**src/rtl/legv8_instr_encoder_if.sv**
```systemverilog
// Request/response bus of the LEGv8 instruction encoder.
// slave = encoder side, master = loader/bench side.
interface legv8_instr_encoder_if #(
  parameter int unsigned CNT_W = 16
);
  logic             in_valid;
  logic             in_ready;
  logic [1:0]       in_fmt;
  logic [10:0]      in_opcode;
  logic [4:0]       in_rt;
  logic [4:0]       in_rn;
  logic [63:0]      in_imm;
  logic             out_valid;
  logic             out_ready;
  logic [31:0]      out_instr;
  logic             out_range_err;
  logic             out_fmt_err;
  logic [CNT_W-1:0] acc_count;
  logic [CNT_W-1:0] err_count;

  modport slave (
    input  in_valid, in_fmt, in_opcode, in_rt, in_rn, in_imm, out_ready,
    output in_ready, out_valid, out_instr, out_range_err, out_fmt_err,
           acc_count, err_count
  );

  modport master (
    output in_valid, in_fmt, in_opcode, in_rt, in_rn, in_imm, out_ready,
    input  in_ready, out_valid, out_instr, out_range_err, out_fmt_err,
           acc_count, err_count
  );
endinterface

```
**src/rtl/legv8_instr_encoder.sv**
```systemverilog
// Two-stage LEGv8 D/I/CB/B instruction packer with range and format checking.
// Optional LEGV8_ENC_STRICT_EN: erroneous words are dropped instead of flagged.
module legv8_instr_encoder #(
  parameter int unsigned CNT_W = 16
) (
  input  logic                  clk,
  input  logic                  reset,
  legv8_instr_encoder_if.slave  bus
);
  localparam int unsigned INSTR_W = 32;
  localparam int unsigned IMM_W   = 64;

  localparam logic [1:0] FMT_D  = 2'd0;
  localparam logic [1:0] FMT_I  = 2'd1;
  localparam logic [1:0] FMT_CB = 2'd2;
  localparam logic [1:0] FMT_B  = 2'd3;

  typedef struct packed {
    logic [1:0]       fmt;
    logic [10:0]      op;
    logic [4:0]       rt;
    logic [4:0]       rn;
    logic [IMM_W-1:0] imm;
  } req_t;

  logic               s1_valid_q, s1_valid_d;
  req_t               s1_q, s1_d;
  logic               s2_valid_q, s2_valid_d;
  logic [INSTR_W-1:0] instr_q, instr_d;
  logic [CNT_W-1:0]   acc_q, acc_d;
  logic [CNT_W-1:0]   err_q, err_d;
`ifndef LEGV8_ENC_STRICT_EN
  logic               range_q, range_d;
  logic               fmt_q, fmt_d;
`endif

  logic               s2_adv_c, in_ready_c, in_hs_c, err_evt_c;
  logic [INSTR_W-1:0] word_c;
  logic               range_err_c, fmt_err_c;
  logic               is_b_c, is_cb_c, is_i_c;

  // in_ready looks through S2, so it is combinational from out_ready
  assign s2_adv_c   = ~s2_valid_q | bus.out_ready;
  assign in_ready_c = ~s1_valid_q | s2_adv_c;
  assign in_hs_c    = bus.in_valid & in_ready_c;

  // Field packing and range check of the S1 request
  always_comb begin
    word_c      = '0;
    range_err_c = 1'b0;
    unique case (s1_q.fmt)
      FMT_D: begin
        word_c      = {s1_q.op, s1_q.imm[8:0], 2'b00, s1_q.rn, s1_q.rt};
        range_err_c = s1_q.imm != {{55{s1_q.imm[8]}}, s1_q.imm[8:0]};
      end
      FMT_I: begin
        word_c      = {s1_q.op[10:1], s1_q.imm[11:0], s1_q.rn, s1_q.rt};
        range_err_c = s1_q.imm != {{52{s1_q.imm[11]}}, s1_q.imm[11:0]};
      end
      FMT_CB: begin
        word_c      = {s1_q.op[10:3], s1_q.imm[18:0], s1_q.rt};
        range_err_c = s1_q.imm != {{45{s1_q.imm[18]}}, s1_q.imm[18:0]};
      end
      default: begin
        word_c      = {s1_q.op[10:5], s1_q.imm[25:0]};
        range_err_c = s1_q.imm != {{38{s1_q.imm[25]}}, s1_q.imm[25:0]};
      end
    endcase
  end

  // Format consistency: the assembled word must decode back to the requested format
  assign is_b_c  = word_c[31:26] == 6'b000101;
  assign is_cb_c = word_c[31:24] == 8'b10110100;
  assign is_i_c  = (word_c[31:22] == 10'b1001000100) || (word_c[31:22] == 10'b1001001000) ||
                   (word_c[31:22] == 10'b1011001000) || (word_c[31:22] == 10'b1101000100);

  always_comb begin
    unique case (s1_q.fmt)
      FMT_B:   fmt_err_c = ~is_b_c;
      FMT_CB:  fmt_err_c = ~is_cb_c;
      FMT_I:   fmt_err_c = ~is_i_c;
      default: fmt_err_c = is_b_c | is_cb_c | is_i_c;
    endcase
  end

`ifdef LEGV8_ENC_STRICT_EN
  logic any_err_c;
  assign any_err_c = range_err_c | fmt_err_c;
  // Errored words die on the S1->S2 transfer and are counted there
  assign err_evt_c = s2_adv_c & s1_valid_q & any_err_c;
`else
  assign err_evt_c = s2_valid_q & bus.out_ready & (range_q | fmt_q);
`endif

  always_comb begin
    s1_valid_d = s1_valid_q;
    s1_d       = s1_q;
    s2_valid_d = s2_valid_q;
    instr_d    = instr_q;
    acc_d      = acc_q;
    err_d      = err_q;
`ifndef LEGV8_ENC_STRICT_EN
    range_d    = range_q;
    fmt_d      = fmt_q;
`endif
    if (in_ready_c) begin
      s1_valid_d = bus.in_valid;
      if (bus.in_valid) begin
        s1_d.fmt = bus.in_fmt;
        s1_d.op  = bus.in_opcode;
        s1_d.rt  = bus.in_rt;
        s1_d.rn  = bus.in_rn;
        s1_d.imm = bus.in_imm;
      end
    end
    if (s2_adv_c) begin
`ifdef LEGV8_ENC_STRICT_EN
      s2_valid_d = s1_valid_q & ~any_err_c;
`else
      s2_valid_d = s1_valid_q;
      if (s1_valid_q) begin
        range_d = range_err_c;
        fmt_d   = fmt_err_c;
      end
`endif
      if (s1_valid_q) instr_d = word_c;
    end
    if (in_hs_c && (acc_q != '1)) acc_d = acc_q + CNT_W'(1);
    if (err_evt_c && (err_q != '1)) err_d = err_q + CNT_W'(1);
  end

  always_ff @(posedge clk) begin
    if (reset) begin
      s1_valid_q <= 1'b0;
      s1_q       <= '0;
      s2_valid_q <= 1'b0;
      instr_q    <= '0;
      acc_q      <= '0;
      err_q      <= '0;
`ifndef LEGV8_ENC_STRICT_EN
      range_q    <= 1'b0;
      fmt_q      <= 1'b0;
`endif
    end else begin
      s1_valid_q <= s1_valid_d;
      s1_q       <= s1_d;
      s2_valid_q <= s2_valid_d;
      instr_q    <= instr_d;
      acc_q      <= acc_d;
      err_q      <= err_d;
`ifndef LEGV8_ENC_STRICT_EN
      range_q    <= range_d;
      fmt_q      <= fmt_d;
`endif
    end
  end

  assign bus.in_ready  = in_ready_c;
  assign bus.out_valid = s2_valid_q;
  assign bus.out_instr = instr_q;
  assign bus.acc_count = acc_q;
  assign bus.err_count = err_q;
`ifdef LEGV8_ENC_STRICT_EN
  assign bus.out_range_err = 1'b0;
  assign bus.out_fmt_err   = 1'b0;
`else
  assign bus.out_range_err = range_q;
  assign bus.out_fmt_err   = fmt_q;
`endif
endmodule
```
**src/flat_wrapper.sv**
```systemverilog
// flat-port wrapper written by rule: the top's interface ports become plain ports
module legv8_instr_encoder_flat 
#(
  parameter int unsigned CNT_W = 16
)
  (clk, reset, bus_in_valid, bus_in_fmt, bus_in_opcode, bus_in_rt, bus_in_rn, bus_in_imm, bus_out_ready, bus_in_ready, bus_out_valid, bus_out_instr, bus_out_range_err, bus_out_fmt_err, bus_acc_count, bus_err_count);
  legv8_instr_encoder_if #(.CNT_W(CNT_W)) bus_i ();
  input  logic clk;
  input  logic reset;
  input wire logic [$bits(bus_i.in_valid)-1:0] bus_in_valid;
  input wire logic [$bits(bus_i.in_fmt)-1:0] bus_in_fmt;
  input wire logic [$bits(bus_i.in_opcode)-1:0] bus_in_opcode;
  input wire logic [$bits(bus_i.in_rt)-1:0] bus_in_rt;
  input wire logic [$bits(bus_i.in_rn)-1:0] bus_in_rn;
  input wire logic [$bits(bus_i.in_imm)-1:0] bus_in_imm;
  input wire logic [$bits(bus_i.out_ready)-1:0] bus_out_ready;
  output wire logic [$bits(bus_i.in_ready)-1:0] bus_in_ready;
  output wire logic [$bits(bus_i.out_valid)-1:0] bus_out_valid;
  output wire logic [$bits(bus_i.out_instr)-1:0] bus_out_instr;
  output wire logic [$bits(bus_i.out_range_err)-1:0] bus_out_range_err;
  output wire logic [$bits(bus_i.out_fmt_err)-1:0] bus_out_fmt_err;
  output wire logic [$bits(bus_i.acc_count)-1:0] bus_acc_count;
  output wire logic [$bits(bus_i.err_count)-1:0] bus_err_count;
  assign bus_i.in_valid = bus_in_valid;
  assign bus_i.in_fmt = bus_in_fmt;
  assign bus_i.in_opcode = bus_in_opcode;
  assign bus_i.in_rt = bus_in_rt;
  assign bus_i.in_rn = bus_in_rn;
  assign bus_i.in_imm = bus_in_imm;
  assign bus_i.out_ready = bus_out_ready;
  assign bus_in_ready = bus_i.in_ready;
  assign bus_out_valid = bus_i.out_valid;
  assign bus_out_instr = bus_i.out_instr;
  assign bus_out_range_err = bus_i.out_range_err;
  assign bus_out_fmt_err = bus_i.out_fmt_err;
  assign bus_acc_count = bus_i.acc_count;
  assign bus_err_count = bus_i.err_count;
  legv8_instr_encoder #(.CNT_W(CNT_W)) u_core (.clk(clk), .reset(reset), .bus(bus_i));
endmodule
```
**config.mk**
```make
export PLATFORM = sky130hd
export DESIGN_NAME = legv8_instr_encoder_flat
export DESIGN_NICKNAME = d
export VERILOG_FILES = /design/src/rtl/legv8_instr_encoder_if.sv /design/src/rtl/legv8_instr_encoder.sv /design/src/flat_wrapper.sv
export SDC_FILE = /design/constraint.sdc
export NUM_CORES = 1
export LEC_CHECK = 0
export CAP_MARGIN = 20
export CORE_UTILIZATION = 30
export DETAILED_ROUTE_END_ITERATION = 7
export PLACE_DENSITY = 0.58
export SLEW_MARGIN = 20
export SYNTH_ARGS = -nofsm -noshare
export SYNTH_HDL_FRONTEND = slang
export SYNTH_SLANG_ARGS = --single-unit
export TNS_END_PERCENT = 10
```
**constraint.sdc**
```tcl
create_clock -name clk -period 4.95 [get_ports clk]
set_input_delay 0.7425 -clock clk [delete_from_list [all_inputs] [get_ports clk]]
set_output_delay 0.7425 -clock clk [all_outputs]
set_load 0.1 [all_outputs]
```
==> PnR_summary.wiki <==
{| class="wikitable"
! Metric !! Value
|-
| Via count of the routed design || 6484
|-
| Pin count of the biggest net entering global routing || 88
|-
| Clock sink count || 155
|-
| Number of enable flip-flop cells after synthesis || 0
|-
| CP Cell Sequence || clkdlybuf4s50_1 > nand3b_1 > clkdlybuf4s50_1
|-
| Width of the chip || 154 um
|-
| Switching power || 864 uW
|-
| Highest signal layer in the routed design || met4
|-
| Class of the worst hold path || reg -> reg
|-
| Number of DRC violations after detailed routing || 0
|-
| Max-Cap Viols || 0
|-
| Worst-margin pin slew || 1060 ps
|-
| Setup fix buffers added after clock tree synthesis || 0
|-
| Die H || 154 um
|-
| Via count of the first global-routing pass || 6098
|-
| Xor/xnor cell area share of the yosys netlist || 3.16%
|-
| Post-Synth Adder-Cell Area || 0.361%
|-
| Pre-CTS setup slack || 1610 ps
|-
| WP data required || 4210 ps
|-
| Most common cell after layout, fill and taps aside || sky130_fd_sc_hd__nand2_1
|-
| Total clock buffers created by CTS || 17
|-
| Starting density of the core || 30.6%
|-
| Routability-driven placement congestion ratio || 0.829
|-
| Total core area || 0.0226 mm^2
|-
| CTS tree || built
|-
| Static Leak || 3.27 nW
|-
| PnR worst setup slack || 1600 ps
|-
| Fraction of the mapped netlist area in simple logic gates || 28.8%
|-
| Reg power frac || 42.8%
|-
| Die ar. || 0.0237 mm^2
|-
| Initial DRT Pass Iterations || 5
|-
| Buffers & Inverters on Critical Path || 2
|-
| Total number of cells along the worst setup path || 3
|-
| Main combinational cell family by area after synthesis || simple AND/OR/NAND/NOR gates
|-
| Maximum vdd drop || 173 uV
|-
| Number of distinct standard cells referenced by the synthesized netlist || 57
|-
| Post-layout total power || 3.21 mW
|-
| Number of standard cells after synthesis || 880
|-
| Clock skew || 16.0 ps
|-
| Post-Synthesis Cell Area || 0.00694 mm^2
|-
| Setup repair after global routing missed its margin || false
|-
| Fraction of registers with async set/reset || 0%
|-
| Count of antenna diodes in the layout || 0
|-
| Timing-limited maximum frequency || 299 MHz
|-
| Share of the yosys chip area belonging to registers || 44.7%
|-
| Met3 wirelength from detailed routing || 951 um
|-
| Warnings, synthesis || 0
|-
| Multi-input gate area || 0.00357 mm^2
|-
| Endpoint type of the worst setup path || primary output
|-
| WL per Instance || 15.3 um
|-
| Summed negative setup slack over all endpoints || 0 ps
|-
| Number of nets with antenna violations after detailed routing || 0
|-
| Standard cell with the maximum stage delay on the critical path || sky130_fd_sc_hd__clkdlybuf4s50_1
|-
| Clock Path Buffers || 2
|-
| Global-route wire length before repair || 32.0 mm
|-
| Number of antenna violations at the first check in global routing || 0
|-
| Master cell of the clock root buffer || sky130_fd_sc_hd__clkbuf_16
|-
| Most frequent cells in the layout || sky130_fd_sc_hd__nand2_1 (244), sky130_fd_sc_hd__clkdlybuf4s50_1 (157), sky130_fd_sc_hd__dfxtp_1 (154), sky130_fd_sc_hd__a21oi_1 (122), sky130_fd_sc_hd__nor2_1 (55)
|-
| Pins over their slew limit || 0
|-
| Number of buffers added on ports || 158
|-
| IO Pins || 159
|-
| Worst endpoint data arrival time || 2600 ps
|-
| Status || finished clean
|-
| Complex-gate fraction of the synthesized area || 14.2%
|-
| Multiplexer area fraction after synthesis || 4.92%
|-
| Share of power burned in combinational logic || 13.3%
|-
| Register area || 0.00310 mm^2
|-
| HPWL after detailed placement || 13.7 mm
|-
| Part of the total power dissipated in the clock network || 44.0%
|-
| Number of rows created at floorplan || 55
|-
| Worst Reg-to-Reg Cells || 6
|-
| Clock-pin slew on the worst setup and hold paths || 70 ps
|-
| Relative slew slack || 28.9%
|-
| Final critical path time including I/O delays and setup || 3350 ps
|-
| Internal power consumption || 2.34 mW
|-
| Fraction of power spent switching nets || 26.9%
|-
| Hold Vio Cnt, Final || 0
|-
| Type of origin of the critical path || primary input
|-
| GR Util All Layers || 17.1%
|-
| CTS H-tree depth || 4
|-
| Most numerous cell on the critical path || sky130_fd_sc_hd__clkdlybuf4s50_1
|-
| Filler Cells Inserted || 2306
|-
| Clock network latency to the later pin of the worst-skew pair || 430 ps
|-
| PostCTS Resize Cnt || 0
|-
| Critical path peak fanout || 4
|-
| Total met2 wirelength after detailed routing || 9.03 mm
|-
| Kind of critical path || in -> out
|-
| Net count after synthesis || 973
|-
| Share of final-layout standard cells stronger than drive strength 1 || 6.00%
|-
| Final setup vio count || 0
|-
| Most used DFF post-synth || sky130_fd_sc_hd__dfxtp_1
|-
| Vias per cell || 4.98
|-
| Syn-to-layout area delta || 34.5%
|-
| Total gr overflow || 0
|-
| Final worst path period share || 67.6%
|-
| Final wirelength || 20.0 mm
|-
| Total number of nets in the final design || 1096
|-
| Sum of routed wire segments on met1 || 9.79 mm
|-
| Mean instance size in the synthesized netlist || 7.88 um^2
|-
| Maximum single-stage delay on the critical path || 1160 ps
|-
| Cell count of the worst hold path || 2
|-
| Synth Register Bits || 155
|-
| Cell Pwr Density || 344 mW/mm^2
|-
| Drt initial violations || 313
|-
| Hold-fix buffers at CTS || 0
|-
| Crit-path leading delay family || buffers and inverters
|}
## per-stage QoR
stage,cell area [um^2],hold WS (ps),std cells,utilization [%]
6_report,9330,451,1301,41.2
5_1_grt,9330,467,1301,41.2
4_1_cts,9330,454,1301,41.2
3_5_place_dp,8690,446,1269,38.4
3_3_place_gp,8690,442,1269,38.4
2_1_floorplan,6940,431,880,-
## worst reg2reg max path, stage by stage, from the launching register on
cell and delay [ps]:
sky130_fd_sc_hd__dfxtp_2 950, sky130_fd_sc_hd__a21boi_0 330, sky130_fd_sc_hd__a2111o_1 430, sky130_fd_sc_hd__a2111oi_2 320
sky130_fd_sc_hd__mux2_2 380, sky130_fd_sc_hd__o211a_1 210, sky130_fd_sc_hd__nor3_1 150
## synthesized netlist by cell type (all sizes together) (3+ instances only)
cell | count | area (um^2)
a211oi | 3 | 22.5
a21oi | 122 | 611
a311oi | 6 | 52.6
and2 | 5 | 31.3
and3 | 16 | 105
and4 | 8 | 70.1
buf | 15 | 67.6
clkbuf | 45 | 169
dfxtp | 155 | 3100
inv | 8 | 30.0
mux2i | 9 | 90.1
mux4 | 10 | 229
nand2 | 245 | 920
nand3 | 24 | 120
nand4 | 26 | 163
nor2 | 55 | 206
nor2b | 3 | 18.8
nor3 | 20 | 105
nor4 | 16 | 100
o211ai | 6 | 45.0
o21ai | 8 | 40.0
o31ai | 3 | 22.5
or3 | 10 | 62.6
or4 | 4 | 30.0
xnor2 | 7 | 61.3
xor2 | 18 | 158
## layer usage
| metal | up-vias | GRT usage (%) |
|---|---|---|
| met5 | - | 0 |
| met4 | 0 | 4.57 |
| met3 | 13 | 3.86 |
| met2 | 172 | 27.3 |
| met1 | 2983 | 23.2 |
| li1 | 3316 | - |
## power groups by stage
stage / Sequential, mW / Combinational (mW) / Clock [mW]
6_report: 1.37 / 0.426 / 1.41
5_1_grt: 1.38 / 0.463 / 1.50
4_1_cts: 1.37 / 0.430 / 1.45
3_5_place_dp: 1.40 / 0.428 / 0
3_3_place_gp: 1.40 / 0.426 / 0
2_1_floorplan: 1.47 / 0.186 / 0
## sequential cells by signal (all words and copies together) (netlist names)
signal,cells
u_core.bus.out_valid,1
u_core.bus.out_range_err,1
u_core.bus.out_instr,32
u_core.bus.out_fmt_err,1
u_core.bus.acc_count,16
u_core.bus.err_count,16
u_core.s1_q,87
u_core.s1_valid_q,1
## cells by family after synthesis
group	count (synthesis)
compound gates	169
xor+xnor	25
fa+ha+maj	2
buf+inv	68
flops	155
mux	21
simple gates	440
## final timing paths
check	start	end	slack, ps
worst max-delay path	bus_out_ready	bus_in_ready	1600
worst min-delay path	u_core.bus.out_instr[5]	u_core.bus.out_instr[5]	450
worst max register to register	u_core.s1_q[85]	u_core.bus.out_fmt_err	2100
worst min register to register	u_core.bus.out_instr[5]	u_core.bus.out_instr[5]	450
## area by class of cell
| class | count | area share [%] |
|---|---|---|
| Clock buffer | 19 | 4.85 |
| Clock inverter | 13 | 2.01 |
| Inverter | 8 | 0.322 |
| Multi-Input combinational cell | 657 | 38.3 |
| Sequential cell | 155 | 33.3 |
| Tap cell | 285 | 3.82 |
| Timing Repair Buffer | 164 | 17.4 |
No activity file was read; power rests on OpenSTA's default activity.
